## src/rtl/rf_operand_stage.sv

```systemverilog
// Register file with write-first bypass and operand latches for the FU inputs.
// It also holds the N/Z status flags captured from the FU.
module rf_operand_stage #(
   parameter  int W     = 16,
   parameter  int NREGS = 8,
   localparam int AW    = $clog2(NREGS)
) (
   input  logic          clk,
   input  logic          rst,
   input  logic [AW-1:0] aa,
   input  logic [AW-1:0] ba,
   input  logic          op_en,
   input  logic          mb,
   input  logic [W-1:0]  const_in,
   input  logic          rw,
   input  logic [AW-1:0] da,
   input  logic          md,
   input  logic [W-1:0]  f_in,
   input  logic [W-1:0]  data_in,
   input  logic          flag_ld,
   input  logic [1:0]    nz_in,
   output logic [W-1:0]  a_out,
   output logic [W-1:0]  b_out,
   output logic [W-1:0]  data_out,
   output logic          n_flag,
   output logic          z_flag
);

   logic [W-1:0] regs_q [NREGS];
   logic [W-1:0] regs_d [NREGS];
   logic [W-1:0] a_q, a_d;
   logic [W-1:0] b_q, b_d;
   logic [W-1:0] st_q, st_d;
   logic         n_q, n_d;
   logic         z_q, z_d;

   logic [W-1:0] wdata;
   logic [W-1:0] rd_a;
   logic [W-1:0] rd_b;

   always_comb begin
      wdata = md ? data_in : f_in;
      // Same-cycle write is forwarded so dependent ops need no stall
      rd_a  = (rw && (da == aa)) ? wdata : regs_q[aa];
      rd_b  = (rw && (da == ba)) ? wdata : regs_q[ba];

      regs_d = regs_q;
      if (rw) begin
         regs_d[da] = wdata;
      end

      a_d  = a_q;
      b_d  = b_q;
      st_d = st_q;
      if (op_en) begin
         a_d  = rd_a;
         b_d  = mb ? const_in : rd_b;
         st_d = rd_b;
      end

      n_d = n_q;
      z_d = z_q;
      if (flag_ld) begin
         n_d = nz_in[0];
         z_d = nz_in[1];
      end
   end

   always_ff @(posedge clk) begin
      if (rst) begin
         regs_q <= '{default: '0};
         a_q    <= '0;
         b_q    <= '0;
         st_q   <= '0;
         n_q    <= 1'b0;
         z_q    <= 1'b0;
      end else begin
         regs_q <= regs_d;
         a_q    <= a_d;
         b_q    <= b_d;
         st_q   <= st_d;
         n_q    <= n_d;
         z_q    <= z_d;
      end
   end

   assign a_out    = a_q;
   assign b_out    = b_q;
   assign data_out = st_q;
   assign n_flag   = n_q;
   assign z_flag   = z_q;

endmodule

```

## config.mk

```make
export PLATFORM = sky130hd
export DESIGN_NAME = rf_operand_stage
export DESIGN_NICKNAME = d
export VERILOG_FILES = /design/src/rtl/rf_operand_stage.sv
export SDC_FILE = /design/constraint.sdc
export NUM_CORES = 1
export LEC_CHECK = 0
export CORE_ASPECT_RATIO = 0.6
export CORE_MARGIN = 4
export CORE_UTILIZATION = 30
export DETAILED_ROUTE_END_ITERATION = 8
export MAX_ROUTING_LAYER = met4
export PLACE_DENSITY = 0.53
export SYNTH_ARGS = -nofsm -noshare
export SYNTH_HDL_FRONTEND = slang
export SYNTH_SLANG_ARGS = --single-unit
```

## constraint.sdc

```tcl
create_clock -name clk -period 2.9 [get_ports clk]
set_input_delay 0.58 -clock clk [delete_from_list [all_inputs] [get_ports clk]]
set_output_delay 0.58 -clock clk [all_outputs]
set_load 0.05 [all_outputs]
```

==> reports/results.ini <==
[critical_path]
slowest_stage=clkdlybuf4s50_1
arrival_ns=1.71
max_stage_delay_ns=0.87
setup.worst_path.class=flop to primary output
cp_cell_sequence=clkdlybuf4s50_1
endpoint_kind=primary output
required_ns=2.32
worst-path-buf-inv=1
cp_max_fo=3
critPathLaunchType=flop
crit_family=buffers and inverters

[die]
start_util_pct=30.8
die_w_microns=231
die_h_microns=142
dieArea_sq_um=32800
ios=116
num_rows=48
fp.coreArea_sq_um=29100

[drt]
vias_per_cell=5.22
wl_per_cell_microns=20.1
postRouteAntennaNets=0
first_pass_iters=6
drcViolationCount=0
drt_wl_total_microns=28800
vias=7475
drtIter0Drc=511

[timing]
finalSetupViolCount=0
finalCriticalPeriod_ns=2.29
max_slew.worst_pin.slew_ns=0.938
finClkSkew_ns=0.00845
relSlewSlack_pct=37.5
fin_tns_setup_ns=0
hold_violations=0
finalCritPeriodShare_pct=78.9
final_max_slew_viol_count=0
rsz0062_at_grt=no
timing.fmax_ghz=0.437

[grt]
grt-ovfl-total=0
antenna_found_initial=0
grt_max_degree=63
grt_pass1_vias=7158
grt_first_pass_wirelength_microns=44800
gr-usage-all-layers_pct=18.3

[cells_and_area]
final_area_sq_um=11300
area_growth_syn_to_layout_pct=26.4
n_antenna_cell=0
drive_gt1_share_pct=16.5
nets=1086

[placed_design]
dp_hpwl_microns=19600
place_congestion=0.808
numPortBuffers=115
placed_area_sq_um=10600

[run]
cap_violations=0

[clock_network]
clkSinkCount=178
ctsRootBufferMaster=clkbuf_16
max-clock-path-buffers=2
post_cts_buffers=0
cts_hold_buf=0
cts_tree=built
htreeDepth=4
worstSkewPairLatency_ns=0.44
clkTransAtPathRegs_ns=0.07
numCtsBuffers=17
cts_resized=0

[hold_path]
hold_path.class=flop to flop

[synthesis]
synth.area.top_cells=dfxtp_1, mux4_2, a211oi_1
synth.largest_area_cell=dfxtp_1
synth_seq_area_share_pct=39.8
syn-cell-area_sq_um=8960
synth-seq-cells=178
postSynthAreaPerCell_sq_um=9.69
synth_cell_types=31
synth_top_area_share_pct=39.8
syn-num-nets=991
yosys_warnings=0
postSynthCellCount=925

[power]
power_leakage_nw=3.88
finalPower_mw=6.34
peakVddDrop_mv=0.398
powerDensity_nw_per_um2=559

[outcome]
outcome=completed

## Yosys cell counts, drive strengths merged
cell,count
inv,32
o21ai,48
mux2i,66
nand2,19
a311oi,16
o32ai,16
and4,1
nor2,169
dfxtp,178
nand2b,22
buf,45
a211oi,128
o221ai,16
nor3,18
clkbuf,46
nand4,2
xnor2,6
or2,1
nor2b,32
mux4,48
o22ai,16
## final cells by class
class | instances | area, sq um
Tap cell | 400 | 500
Sequential cell | 178 | 3560
Clock buffer | 24 | 492
Multi-Input combinational cell | 624 | 4840
Fill cell | 2901 | 17700
Timing Repair Buffer | 167 | 1610
Inverter | 32 | 120
Clock inverter | 8 | 196
## cells in the final DEF (no fill, tap or decap), drive strengths merged, types with 2 or more instances in the layout
cell / instances
dfxtp: 178
o32ai: 16
o22ai: 16
nor2: 169
mux2i: 66
nand2b: 22
o221ai: 16
bufinv: 6
nor2b: 32
a211oi: 128
clkbuf: 24
mux4: 48
nor3: 18
buf: 58
o21ai: 48
inv: 32
a311oi: 16
nand4: 2
clkdlybuf4s50: 109
xnor2: 6
nand2: 19
## power breakdown
part / switching, mW / leakage, nW / internal (mW) / total (mW)
sequential: 0.0757 / 1.45 / 2.54 / 2.62
clock: 0.998 / 0.331 / 1.71 / 2.71
combinational: 0.588 / 2.10 / 0.417 / 1.01
## logic make-up after synthesis
logic type	after synthesis	synth area share, %
muxes	114	19.9
buffers and inverters	123	6.51
and+or+nand+nor	264	14.0
AOI/OAI and AO/OA	240	19.3
xor gates and xnor gates	6	0.586
DFF	178	39.8
## sequential cells by signal, indices dropped and copies added (netlist names)
register  count
b_out        16
a_out        16
data_out     16
n_flag        1
z_flag        1
regs_q      128
## metrics by stage
stage / hold slack, ns / std cells / utilization, % / worst slack [ns]
after floorplan: 0.485 / 925 / - / 0.954
after global placement: 0.449 / 1401 / 36.6 / 0.380
after detailed placement: 0.450 / 1401 / 36.6 / 0.330
after CTS: 0.468 / 1433 / 39.0 / 0.601
after global routing: 0.503 / 1433 / 39.0 / 0.557
final: 0.466 / 1433 / 39.0 / 0.612
## worst reg2reg max path: cells and delay by family (launching register included)
kind / cells / cell delay (ns)
AOI/OAI and AO/OA: 1 / 0.13
muxes: 1 / 0.46
DFF: 1 / 0.35
and+or+nand+nor: 2 / 0.44
## layer usage
metal / part of all wire [%] / GRT usage [%]
met1: 50 / 26.4
met2: 44 / 26.9
met3: 4.8 / 3.55
met4: 0.76 / 3.35
met5: 0 / -
## path summary, 6_finish.rpt
kind                                endpoint        from  slack, ns  cells after the start
worst max-delay path               b_out[15]   b_out[15]       0.61                      1
worst min-delay path                a_out[4]    a_out[4]       0.47                      2
worst max register to register  data_out[13]  regs_q[77]       1.39                      4
worst min register to register      a_out[4]    a_out[4]       0.47                      2
Power figures use the tool's default switching activity.
